`config.mk`:
```
export PLATFORM = sky130hd
export DESIGN_NAME = fifo_tx_sequencer
export DESIGN_NICKNAME = d
export VERILOG_FILES = /design/src/rtl/fifo_tx_seq_pkg.sv /design/src/rtl/seq_timeout_cnt.sv /design/src/rtl/fifo_tx_sequencer.sv
export SDC_FILE = /design/constraint.sdc
export NUM_CORES = 1
export LEC_CHECK = 0
export BUFFER_PORTS_ARGS = -buffer_cell sky130_fd_sc_hd__buf_2
export CAP_MARGIN = 20
export CORE_MARGIN = 2
export CORE_UTILIZATION = 44
export CTS_CLUSTER_DIAMETER = 60
export CTS_CLUSTER_SIZE = 40
export DETAILED_ROUTE_END_ITERATION = 10
export PLACE_DENSITY = 0.73
export SYNTH_ARGS = -nofsm -noshare
export SYNTH_HDL_FRONTEND = slang
export SYNTH_SLANG_ARGS = --single-unit
```
`constraint.sdc`:
```
create_clock -name clk -period 1.43 [get_ports clk]
set_input_delay 0.3575 -clock clk [delete_from_list [all_inputs] [get_ports clk]]
set_output_delay 0.3575 -clock clk [all_outputs]
set_load 0.01 [all_outputs]
```
`src/rtl/fifo_tx_seq_pkg.sv`:
```
`default_nettype none
// ============================================================================
// Module  : fifo_tx_seq_pkg
// Brief   : State encoding and default widths shared by the FIFO-to-TX sequencer
// Revision: 1.0
// ============================================================================
package fifo_tx_seq_pkg;

  localparam int c_DATA_WIDTH = 8;
  localparam int c_CNT_WIDTH  = 16;

  typedef logic [2:0] state_t;

  localparam state_t c_ST_IDLE      = 3'd0;
  localparam state_t c_ST_POP       = 3'd1;
  localparam state_t c_ST_START     = 3'd2;
  localparam state_t c_ST_WAIT_BUSY = 3'd3;
  localparam state_t c_ST_WAIT_DONE = 3'd4;

endpackage
`default_nettype wire

```
`src/rtl/seq_timeout_cnt.sv`:
```
`default_nettype none
// ============================================================================
// Module  : seq_timeout_cnt
// Brief   : Clearable cycle counter flagging TIMEOUT_CYCLES-1 counted cycles
// Revision: 1.0
// ============================================================================
module seq_timeout_cnt #(
  parameter int TIMEOUT_CYCLES = 1024
) (
  input  logic clk,
  input  logic rst,
  input  logic clear,
  input  logic count_en,
  output logic expired
);

  localparam int c_CW = (TIMEOUT_CYCLES > 1) ? $clog2(TIMEOUT_CYCLES) : 1;
  localparam logic [c_CW-1:0] c_LAST = c_CW'(TIMEOUT_CYCLES - 1);

  logic [c_CW-1:0] r_cnt;

  // Holds at the terminal value so the count can never wrap back to zero.
  always_ff @(posedge clk or posedge rst) begin
    if (rst) begin
      r_cnt <= '0;
    end else if (clear) begin
      r_cnt <= '0;
    end else if (count_en && !expired) begin
      r_cnt <= r_cnt + 1'b1;
    end
  end

  assign expired = (r_cnt == c_LAST);

endmodule
`default_nettype wire

```
`src/rtl/fifo_tx_sequencer.sv`:
```
`default_nettype none
// ============================================================================
// Module  : fifo_tx_sequencer
// Brief   : Pops one FIFO byte at a time into the UART TX via start/busy.
//           Define FIFO_TX_SEQ_TIMEOUT_EN to add the tx_busy rise timeout.
// Revision: 1.0
// ============================================================================
module fifo_tx_sequencer
  import fifo_tx_seq_pkg::*;
#(
  parameter int DATA_WIDTH     = c_DATA_WIDTH,
  parameter int CNT_WIDTH      = c_CNT_WIDTH,
  parameter int TIMEOUT_CYCLES = 1024
) (
  input  logic                  clk,
  input  logic                  rst,
  input  logic                  enable,
  input  logic                  fifo_empty,
  input  logic [DATA_WIDTH-1:0] fifo_rdata,
  output logic                  fifo_pop,
  input  logic                  tx_busy,
  output logic                  tx_start,
  output logic [DATA_WIDTH-1:0] tx_data,
  output logic                  active,
  output logic [CNT_WIDTH-1:0]  sent_cnt,
  output logic                  err
);

  state_t                r_state;
  state_t                w_state_nxt;
  logic                  r_fifo_pop;
  logic                  r_tx_start;
  logic [DATA_WIDTH-1:0] r_tx_data;
  logic                  r_active;
  logic [CNT_WIDTH-1:0]  r_sent_cnt;
  logic                  w_start_ok;
  logic                  w_timeout;

  assign w_start_ok = enable && !fifo_empty && !tx_busy;

`ifdef FIFO_TX_SEQ_TIMEOUT_EN
  logic w_expired;
  logic r_err;

  // START is the only way into WAIT_BUSY, so clearing there restarts the count on entry.
  seq_timeout_cnt #(
    .TIMEOUT_CYCLES(TIMEOUT_CYCLES)
  ) u_timeout (
    .clk     (clk),
    .rst     (rst),
    .clear   (r_state == c_ST_START),
    .count_en((r_state == c_ST_WAIT_BUSY) && !tx_busy),
    .expired (w_expired)
  );

  assign w_timeout = (r_state == c_ST_WAIT_BUSY) && !tx_busy && w_expired;

  always_ff @(posedge clk or posedge rst) begin
    if (rst) begin
      r_err <= 1'b0;
    end else begin
      r_err <= w_timeout;
    end
  end

  assign err = r_err;
`else
  wire w_unused_timeout = (TIMEOUT_CYCLES == 0);

  assign w_timeout = 1'b0;
  assign err       = 1'b0;
`endif

  always_comb begin
    w_state_nxt = r_state;
    case (r_state)
      c_ST_IDLE:      if (w_start_ok) w_state_nxt = c_ST_POP;
      c_ST_POP:       w_state_nxt = c_ST_START;
      c_ST_START:     w_state_nxt = c_ST_WAIT_BUSY;
      c_ST_WAIT_BUSY: begin
        if (tx_busy)        w_state_nxt = c_ST_WAIT_DONE;
        else if (w_timeout) w_state_nxt = c_ST_IDLE;
      end
      c_ST_WAIT_DONE: if (!tx_busy) w_state_nxt = c_ST_IDLE;
      default:        w_state_nxt = c_ST_IDLE;
    endcase
  end

  // Strobes and active are decoded from the next state so they line up with it.
  always_ff @(posedge clk or posedge rst) begin
    if (rst) begin
      r_state    <= c_ST_IDLE;
      r_fifo_pop <= 1'b0;
      r_tx_start <= 1'b0;
      r_tx_data  <= '0;
      r_active   <= 1'b0;
      r_sent_cnt <= '0;
    end else begin
      r_state    <= w_state_nxt;
      r_fifo_pop <= (w_state_nxt == c_ST_POP);
      r_tx_start <= (w_state_nxt == c_ST_START);
      r_active   <= (w_state_nxt != c_ST_IDLE);
      if ((r_state == c_ST_IDLE) && w_start_ok) begin
        r_tx_data <= fifo_rdata;
      end
      if ((r_state == c_ST_WAIT_DONE) && !tx_busy) begin
        r_sent_cnt <= r_sent_cnt + 1'b1;
      end
    end
  end

  assign fifo_pop = r_fifo_pop;
  assign tx_start = r_tx_start;
  assign tx_data  = r_tx_data;
  assign active   = r_active;
  assign sent_cnt = r_sent_cnt;

endmodule
`default_nettype wire

```
==> impl_metrics.csv, run 1 <==
group,metric,value,unit
global_routing,gr-usage-all-layers,16.9,%
layout,nets,174,
global_routing,grt_pass1_wl,4.28,mm
detailed_routing,viasPerCell,5.10,
pwr,ir_drop,1270,uV
placement,dp.cells,183,
global_routing,gr-total-overflow,0,
detailed_routing,drtPass1Iterations,4,
detailed_routing,via_count,979,
pwr,p_leak,0.925,nW
detailed_routing,dr.first_iter.drc_count,28,
clock_tree,path_clk_slew,0.09,ns
critical_path,startpoint_type,"flip-flop",
layout,layout_commonest_cell,"buf_2",
timing,fin_ws,-0.0364,ns
critical_path,cp-end-kind,"flip-flop",
detailed_routing,totalWireLength,2.58,mm
placement,portBuffers,39,
critical_path,required,1.68,ns
detailed_routing,drc,0,
run,timing.max_cap.violations,0,
floorplan,fp-row-count,19,
layout,drive_above_1_share,50.9,%
logic_synthesis,synth_warnings,0,
layout,finalNonFillerCells,192,
clock_tree,clock-root-buffer,"clkbuf_4",
detailed_routing,drtAntennaViolNets,0,
clock_tree,htreeDepth,2,
floorplan,start_util,46.6,%
floorplan,die_h,58.3,um
floorplan,die_w,58.3,um
logic_synthesis,synth_area_leaders,"dfrtp_1, mux2_2, xnor2_1, xor2_1, nand2_1",
layout,mostFrequentLayoutCells,"buf_2, dfrtp_1, buf_4, nand2_1",
critical_path,arrival,1.72,ns
timing,maxSlewViolCount,0,
critical_path,critPathMaxStageDelay,0.44,ns
detailed_routing,wl_per_cell,13.4,um
critical_path,critPathTopFamily,"simple AND/OR/NAND/NOR gates",
logic_synthesis,yosysTopAreaCell,"dfrtp_1",
placement,dp_slack,-0.0787,ns
floorplan,num_io_pins,41,
logic_synthesis,syn_area_per_cell,12.5,um2
timing,period_needed,1.47,ns
pwr,power.density,1530,nW/um2
critical_path,crit_buf_inv,0,
critical_path,cpMaxStageDelayCell,"dfrtp_2",
clock_tree,numCtsBuffers,5,
timing,hold_viol,0,
timing,fin_worst_skew,0.00448,ns
clock_tree,cts_tree,"built",
pwr,fin_total_pwr,0.00263,W
clock_tree,clkSinkCount,30,
logic_synthesis,syn_area,1300,um2
global_routing,antenna_found_initial,0,
timing,rsz0062_at_grt,"true",
placement,hpwl,1.94,mm
clock_tree,clkLatencyLatePin,0.32,ns
floorplan,core,2780,um2
critical_path,worstPathCellList,"nor4b_4 -> and4_1 -> and3_1 -> xor2_1",
logic_synthesis,synth_nets,118,
layout,n_antenna_cell,0,
logic_synthesis,ys_ff_latch,30,
logic_synthesis,ys_seq_area_share,57.9,%
timing,setup_viol,3,
status,status,"complete, but fails checks",
placement,place.gp.congestion,0.751,
logic_synthesis,ys_types,28,
critical_path,crit_type,"flip-flop to flip-flop",
layout,area_growth,32.6,%
clock_tree,clockBufferDepth,2,
critical_path,path_max_fanout,3,
floorplan,fp.dieArea,3400,um2
timing,fin_crit_sh,103,%
worst_hold_path,hold_class,"input pin to asynchronous set/reset pin",
timing,fmax,682,MHz
status,violations,"setup timing",
logic_synthesis,synth_top_area_share,57.9,%
global_routing,grt_pass1_vias,969,
global_routing,grt_max_degree,31,
logic_synthesis,synth_cells,104,
==> worst paths after layout <==
kind | from | endpoint | slack [ns] | cells after the start
setup / recovery | r_state[0]$_DFF_PP0_ | sent_cnt[5]$_DFFE_PP0P_ | -0.04 | 4
hold / removal | rst | sent_cnt[14]$_DFFE_PP0P_ | 0.08 | 3
setup reg to reg | r_state[0]$_DFF_PP0_ | sent_cnt[5]$_DFFE_PP0P_ | -0.04 | 4
hold reg to reg | sent_cnt[15]$_DFFE_PP0P_ | sent_cnt[15]$_DFFE_PP0P_ | 0.47 | 1
max in group asynchronous | rst | sent_cnt[0]$_DFFE_PP0P_ | 1.04 | 3
min in group clk | fifo_rdata[4] | tx_data[4]$_DFFE_PP0P_ | 0.27 | 2
==> cell usage after synthesis (all sizes together) <==
cell,number
and3,5
mux2,9
nand3,4
nand3b,1
inv,3
nor4,1
nor3,3
nor2,4
dfrtp,30
and4,1
or2,1
xor2,7
nand4,4
ha,1
buf,4
nor4b,1
a31oi,1
and2,2
conb,1
o311ai,1
o21ai,1
xnor2,8
nand2,10
nor3b,1
==> kinds of logic after synthesis <==
| kind of cell | after synthesis | synth area share (%) |
|---|---|---|
| AO/OA/AOI/OAI | 3 | 1.54 |
| other | 1 | 0.289 |
| multiplexers | 9 | 7.82 |
| XOR/XNOR | 15 | 10.1 |
| adder cells (fa/ha/maj) | 1 | 0.965 |
| flip-flops | 30 | 57.9 |
| AND/OR/NAND/NOR | 38 | 18.1 |
| buffers and inverters | 7 | 3.28 |
==> layer usage <==
metal / global-route usage [%] / vias up / share of wire, %
met3: 7.59 / 2 / 6.4
li1: - / 468 / -
met2: 27.8 / 43 / 51
met5: 0 / - / 0
met1: 19.7 / 466 / 42
met4: 5.65 / 0 / 0.66
==> state kept, by name, summed over array words and instances (netlist names) <==
name and flops:
r_state 3, sent_cnt 16, fifo_pop 1, tx_data 8
tx_start 1, active 1
==> metrics by stage <==
| step | hold slack, ns | cell area (um2) | utilization (%) | setup TNS [ns] |
|---|---|---|---|---|
| after floorplan | 0.448 | 1300 | - | -0.0920 |
| after global placement | 0.443 | 1600 | 57.4 | -0.0373 |
| after detailed placement | 0.451 | 1600 | 57.4 | -0.364 |
| after CTS | 0.0897 | 1680 | 60.5 | -0.0180 |
| after global routing | 0.120 | 1720 | 61.8 | -0.317 |
| final | 0.0842 | 1720 | 61.8 | -0.0649 |
==> final cells by class <==
type | instances | area (um2)
Fill cell | 234 | 1060
Sequential cell | 30 | 753
Multi-Input combinational cell | 67 | 537
Timing Repair Buffer | 53 | 300
Clock buffer | 8 | 78.8
Tap cell | 31 | 38.8
Inverter | 3 | 11.3
==> report_power, final <==
| part | leakage, nW | switching [W] | internal (W) | total, W |
|---|---|---|---|---|
| registers | 0.392 | 0.000138 | 0.00106 | 0.00119 |
| clock network | 0.0446 | 0.000279 | 0.000336 | 0.000615 |
| logic | 0.489 | 0.000387 | 0.000434 | 0.000820 |
| total | 0.925 | 0.000804 | 0.00183 | 0.00263 |
==> worst min-delay path, delay by kind of cell <==
| kind | cells | cell delay, ns |
|---|---|---|
| buf+inv | 3 | 0.46 |
==> timing repair <==
item / 4_1_cts / 5_1_grt
gates cloned: 0 / 0
gates resized for setup: 1 / 7
hold buffers: 0 / 0
setup endpoints to repair: 12 / 19
pin swaps: 0 / 1
endpoints found under the hold margin: 0 / 0
setup buffers: 0 / 1
No activity file was read; power rests on OpenSTA's default activity.
==> run 2, diff against run 1 <==
--- a/config.mk
+++ b/config.mk
@@ -12,7 +12,7 @@
 export CTS_CLUSTER_DIAMETER = 60
 export CTS_CLUSTER_SIZE = 40
 export DETAILED_ROUTE_END_ITERATION = 10
-export PLACE_DENSITY = 0.73
+export PLACE_DENSITY = 0.84
 export SYNTH_ARGS = -nofsm -noshare
 export SYNTH_HDL_FRONTEND = slang
 export SYNTH_SLANG_ARGS = --single-unit
==> impl_metrics.csv, run 2 (synthesis results as in run 1) <==
group,metric,value,unit
floorplan,die_h,58.3,um
floorplan,core,2780,um2
critical_path,worstPathCellList,"nor4b_4 -> and4_4 -> and3_4 -> xor2_2",
global_routing,gr-total-overflow,0,
global_routing,grt_pass1_vias,973,
layout,post-route-util,61.9,%
layout,drive_above_1_share,54.4,%
pwr,netSwitchingPower,0.000828,W
floorplan,die_w,58.3,um
critical_path,arrival,1.74,ns
critical_path,startpoint_type,"flip-flop",
timing,rsz0062_at_grt,"true",
global_routing,grt_pass1_wl,4.35,mm
global_routing,grt_max_degree,31,
detailed_routing,dr.first_iter.drc_count,29,
clock_tree,path_clk_slew,0.10,ns
clock_tree,htreeDepth,2,
detailed_routing,wl_per_cell,14.1,um
clock_tree,clockBufferDepth,2,
clock_tree,clkSinkCount,30,
clock_tree,clock-root-buffer,"clkbuf_4",
timing,holdWs,0.0743,ns
floorplan,num_io_pins,41,
timing,hold_viol,0,
layout,area_growth,32.8,%
floorplan,fp-row-count,19,
layout,mostFrequentLayoutCells,"buf_2, dfrtp_1, nand2_1, buf_4",
placement,hpwl,1.93,mm
pwr,p_comb_share,33.7,%
layout,layout_commonest_cell,"buf_2",
timing,maxSlewViolCount,0,
critical_path,cpMaxStageDelayCell,"dfrtp_2",
pwr,swShare,33.0,%
timing,fin_crit_sh,103,%
timing,period_needed,1.47,ns
layout,nets,172,
critical_path,r2r_start,"r_state[0]$_DFF_PP0_",
placement,dp_slack,-0.182,ns
critical_path,r2r.worst_path.cells,4,
global_routing,gr-usage-all-layers,17.4,%
detailed_routing,drtAntennaViolNets,0,
clock_tree,numCtsBuffers,5,
detailed_routing,viasPerCell,5.13,
status,violations,"setup timing",
pwr,pwr-share-seq,47.9,%
critical_path,critPathTopFamily,"simple AND/OR/NAND/NOR gates",
placement,place.gp.congestion,0.785,
worst_hold_path,hold_class,"input pin to asynchronous set/reset pin",
pwr,p_leak,0.915,nW
critical_path,crit_buf_inv,0,
clock_tree,clkLatencyLatePin,0.33,ns
critical_path,crit_type,"flip-flop to flip-flop",
layout,n_antenna_cell,0,
layout,finalNonFillerCells,189,
detailed_routing,drc,0,
timing,fin_worst_skew,0.0133,ns
critical_path,cp-end-kind,"flip-flop",
critical_path,required,1.70,ns
layout,final_area,1720,um2
global_routing,antenna_found_initial,0,
critical_path,reg2reg_slack,-0.04,ns
floorplan,start_util,46.6,%
timing,setup_viol,4,
detailed_routing,via_count,970,
critical_path,r2r_end,"sent_cnt[5]$_DFFE_PP0P_",
critical_path,path_max_fanout,3,
detailed_routing,totalWireLength,2.66,mm
placement,dp.cells,181,
critical_path,critPathMaxStageDelay,0.44,ns
pwr,clkPwrFrac,18.5,%
clock_tree,cts_hold_buf,0,
floorplan,fp.dieArea,3400,um2
clock_tree,cts_tree,"built",
run,timing.max_cap.violations,0,
pwr,cell_internal_pwr,0.00168,W
layout,largest_reg_flops,16,
pwr,ir_drop,1320,uV
placement,placedInstanceArea,1580,um2
status,status,"complete, but fails checks",
placement,portBuffers,39,
timing,fmax,679,MHz
detailed_routing,drtPass1Iterations,4,
timing,fin_ws,-0.0427,ns
pwr,power.density,1460,nW/um2
[run 2: cell types whose count changed in the layout (fill, tap and decap cells not counted), moves of 2 or more]
| cell | previous run | this run |
|---|---|---|
| buf_4 | 14 | 9 |
| buf_6 | 0 | 3 |
| clkbuf_8 | 3 | 0 |
| clkinv_2 | 0 | 2 |
| dfrtp_1 | 28 | 26 |
| dfrtp_2 | 2 | 4 |
[run 2: how the worst max path moves through the flow]
stage	from	endpoint	depth (start not counted)	slack (ns)
after detailed placement	tx_busy	sent_cnt[15]$_DFFE_PP0P_	5	-0.18
final	r_state[0]$_DFF_PP0_	sent_cnt[5]$_DFFE_PP0P_	4	-0.04
after floorplan	r_state[0]$_DFF_PP0_	sent_cnt[5]$_DFFE_PP0P_	5	-0.04
after global placement	tx_busy	sent_cnt[5]$_DFFE_PP0P_	5	-0.14
after global routing	r_state[0]$_DFF_PP0_	sent_cnt[5]$_DFFE_PP0P_	4	-0.12
after CTS	r_state[0]$_DFF_PP0_	sent_cnt[15]$_DFFE_PP0P_	4	-0.02
[run 2: area by class of cell]
class	instances	area (um2)
clock inverter	2	10.0
fill	231	1060
multi-input combinational	67	572
timing repair buffer	51	297
sequential	30	756
clock buffer	5	37.5
tap	31	38.8
inverter	3	11.3
[run 2: stage by stage]
step                      setup TNS (ns)  power [W]
after floorplan                  -0.0920    0.00166
after global placement            -0.906    0.00194
after detailed placement           -1.67    0.00199
after CTS                        -0.0366    0.00246
after global routing              -0.682    0.00266
final                            -0.0999    0.00251
[run 2: power by group through the flow]
stage	clock network [W]	registers, W	logic (W)
floorplan	0	0.00127	0.000387
global placement	0	0.00118	0.000757
detailed placement	0	0.00120	0.000792
CTS	0.000472	0.00119	0.000799
global route	0.000516	0.00123	0.000917
finish	0.000463	0.00120	0.000844
[run 2: worst reg2reg max path, cell delays in order, from the launching register on]
cell and delay [ns]:
dfrtp_2 0.44, nor4b_4 0.37, and4_4 0.30, and3_4 0.19, xor2_2 0.12
[run 2: repair_timing]
item                                    4_1_cts  5_1_grt
endpoints found under the setup margin       18       20
buffers inserted                              1        0
gates resized for setup                       3       17
pin swaps                                     4        4
[run 2: layer usage]
layer | GRT usage, % | routed length [um] | vias up
met5 | 0 | 0 | -
met4 | 4.98 | 27 | 0
met3 | 7.14 | 190 | 4
met2 | 29.4 | 1370 | 38
met1 | 20.3 | 1080 | 468
li1 | - | - | 460
==> run 3, diff against run 2 <==
--- a/config.mk
+++ b/config.mk
@@ -5,14 +5,16 @@
 export SDC_FILE = /design/constraint.sdc
 export NUM_CORES = 1
 export LEC_CHECK = 0
+export ABC_AREA = 1
 export BUFFER_PORTS_ARGS = -buffer_cell sky130_fd_sc_hd__buf_2
 export CAP_MARGIN = 20
 export CORE_MARGIN = 2
-export CORE_UTILIZATION = 44
+export CORE_UTILIZATION = 46
 export CTS_CLUSTER_DIAMETER = 60
 export CTS_CLUSTER_SIZE = 40
 export DETAILED_ROUTE_END_ITERATION = 10
-export PLACE_DENSITY = 0.84
+export PLACE_DENSITY = 0.86
+export SETUP_SLACK_MARGIN = 0.1
 export SYNTH_ARGS = -nofsm -noshare
 export SYNTH_HDL_FRONTEND = slang
 export SYNTH_SLANG_ARGS = --single-unit
==> impl_metrics.csv, run 3 <==
group,metric,value,unit
clock_tree,htreeDepth,2,
pwr,ir_drop,1040,uV
global_routing,grt_pass1_wl,4.41,mm
clock_tree,numCtsBuffers,5,
pwr,p_comb_share,31.5,%
logic_synthesis,yosysTopAreaCell,"dfrtp_1",
logic_synthesis,synth_compound_area_share,1.74,%
logic_synthesis,synthMuxAreaShare,0,%
detailed_routing,totalWireLength,2.76,mm
critical_path,critPathTopFamily,"flip-flops",
layout,drive_above_1_share,34.4,%
floorplan,die_w,59.9,um
layout,mostFrequentLayoutCells,"nand2_1, buf_2, dfrtp_1, inv_1, nor2_1",
detailed_routing,drc,0,
global_routing,grt_pass1_vias,1123,
global_routing,grt_util_met2,26.4,%
layout,multi_input_area,627,um2
placement,place.gp.congestion,0.857,
floorplan,die_h,59.9,um
layout,nets,234,
global_routing,antenna_found_initial,0,
pwr,p_leak,1.01,nW
layout,post-route-util,60.5,%
worst_hold_path,hold_class,"input pin to asynchronous set/reset pin",
detailed_routing,viasPerCell,4.80,
logic_synthesis,synthAdderAreaFrac,0.870,%
logic_synthesis,netlist_top_cells_count,"nand2_1, dfrtp_1, inv_1",
global_routing,gr-total-overflow,0,
pwr,swShare,36.4,%
timing,holdWs,0.0676,ns
logic_synthesis,synth_nets,183,
detailed_routing,drtAntennaViolNets,0,
layout,area_growth,26.3,%
logic_synthesis,synth_warnings,0,
logic_synthesis,syn_area,1440,um2
critical_path,worstPathCellList,"buf_2",
global_routing,gr-usage-all-layers,17.0,%
clock_tree,cts_tree,"built",
clock_tree,cts_hold_buf,0,
clock_tree,clockBufferDepth,2,
logic_synthesis,synth-simple-area-share,32.3,%
critical_path,startpoint_type,"flip-flop",
detailed_routing,drtPass1Iterations,4,
critical_path,path_max_fanout,4,
logic_synthesis,synth_edf_count,0,
placement,hpwl,2.01,mm
timing,setup_viol,0,
run,timing.max_cap.violations,0,
logic_synthesis,synth-main-ff-cell,"dfrtp_1",
critical_path,critPathMaxStageDelay,0.45,ns
pwr,power.density,1440,nW/um2
floorplan,start_util,47.9,%
status,status,"finished clean",
critical_path,cp-end-kind,"output pin",
layout,layout_commonest_cell,"nand2_1",
detailed_routing,via_count,1219,
pwr,pwr-share-seq,48.1,%
global_routing,grt_use_met3,7.14,%
placement,portBuffers,39,
logic_synthesis,yosysMostFrequentCell,"nand2_1",
clock_tree,clkLatencyLatePin,0.34,ns
critical_path,arrival,0.94,ns
layout,n_antenna_cell,0,
logic_synthesis,synth_cells,169,
timing,maxSlewViolCount,0,
timing,rsz0062_at_grt,"true",
critical_path,crit_buf_inv,1,
timing,fin_crit_sh,90.4,%
detailed_routing,wl_per_cell,10.9,um
critical_path,crit_type,"flip-flop to output pin",
clock_tree,path_clk_slew,0.10,ns
timing,finalSetupTns,0,ns
logic_synthesis,ys_types,22,
layout,seqCellArea,756,um2
pwr,cell_internal_pwr,0.00166,W
detailed_routing,dr.first_iter.drc_count,13,
logic_synthesis,synth_top_family_by_area,"simple AND/OR/NAND/NOR gates",
logic_synthesis,synth_top_area_share,52.2,%
logic_synthesis,ys_ff_latch,30,
clock_tree,clkSinkCount,30,
global_routing,busiest_layer,"met2",
critical_path,cpMaxStageDelayCell,"dfrtp_2",
layout,final.fill_count,269,
logic_synthesis,ys_seq_area_share,52.2,%
timing,fmax,773,MHz
floorplan,fp-row-count,20,
pwr,netSwitchingPower,0.000952,W
floorplan,core,3000,um2
critical_path,required,1.07,ns
logic_synthesis,async_flop_share,100,%
pwr,clkPwrFrac,20.4,%
floorplan,num_io_pins,41,
logic_synthesis,synthXorXnorAreaFrac,6.09,%
clock_tree,clock-root-buffer,"clkbuf_4",
floorplan,fp.dieArea,3590,um2
global_routing,grt_util_met1,20.0,%
logic_synthesis,syn_area_per_cell,8.51,um2
layout,largest_reg_flops,16,
global_routing,grt_max_degree,31,
logic_synthesis,synth_area_leaders,"dfrtp_1, nand2_1, inv_1, nor2_4, nor2_1",
timing,hold_viol,0,
timing,fin_worst_skew,0.00826,ns
timing,period_needed,1.29,ns
## run 3: changes by cell type after synthesis, moves of 3 or more
cell	before	now
and3_1	5	0
inv_1	3	20
mux2_2	9	0
nand2_1	10	64
nand3_1	4	7
nand4_1	3	0
nor2_1	4	12
nor2_4	0	5
xnor2_1	8	5
## run 3: per-stage QoR
stage          setup slack [ns]  instances  area, um2  total power (W)
2_1_floorplan             0.177        169       1440          0.00171
3_3_place_gp              0.133        242       1680          0.00196
3_5_place_dp              0.133        242       1680          0.00198
4_1_cts                   0.109        250       1750          0.00252
5_1_grt                  0.0321        254       1820          0.00280
6_report                  0.137        254       1820          0.00261
## run 3: path summary, 6_finish.rpt
check,startpoint,slack [ns],cells past startpoint,to
min,rst,0.07,3,tx_data[4]$_DFFE_PP0P_
min reg2reg,tx_data[2]$_DFFE_PP0P_,0.49,2,tx_data[2]$_DFFE_PP0P_
max,sent_cnt[1]$_DFFE_PP0P_,0.14,1,sent_cnt[1]
min in group clk,fifo_rdata[0],0.21,3,tx_data[0]$_DFFE_PP0P_
max reg2reg,r_state[0]$_DFF_PP0_,0.16,6,sent_cnt[15]$_DFFE_PP0P_
max in group asynchronous,rst,1.07,3,sent_cnt[3]$_DFFE_PP0P_
## run 3: cell families after synthesis
group | count (synthesis)
DFF | 30
xor gates and xnor gates | 10
buffers and inverters | 24
other | 1
adders and majority gates | 1
AOI/OAI and AO/OA | 4
and+or+nand+nor | 99
## run 3: final cells by class
type	count	area share (%)
clock buffer	6	2.82
clock inverter	2	0.688
inverter	23	4.96
multi-input combinational	115	34.5
sequential	30	41.6
tap	33	2.27
timing repair buffer	45	13.2
## run 3: routing by layer
metal	wire length, um	up-vias
met4	52	0
met3	183	8
li1	-	613
met5	0	-
met1	1140	559
met2	1380	39
## run 3: what timing repair did
item                                    in CTS  in global routing
endpoints found under the setup margin       0                 19
gates resized for setup                      0                 12
setup buffers                                0                  4
## run 3: power by group through the flow
stage | clock network [W] | registers (W) | logic [W]
3_5_place_dp | 0 | 0.00123 | 0.000748
2_1_floorplan | 0 | 0.00131 | 0.000395
5_1_grt | 0.000584 | 0.00128 | 0.000936
4_1_cts | 0.000551 | 0.00123 | 0.000743
3_3_place_gp | 0 | 0.00124 | 0.000725
6_report | 0.000534 | 0.00126 | 0.000823
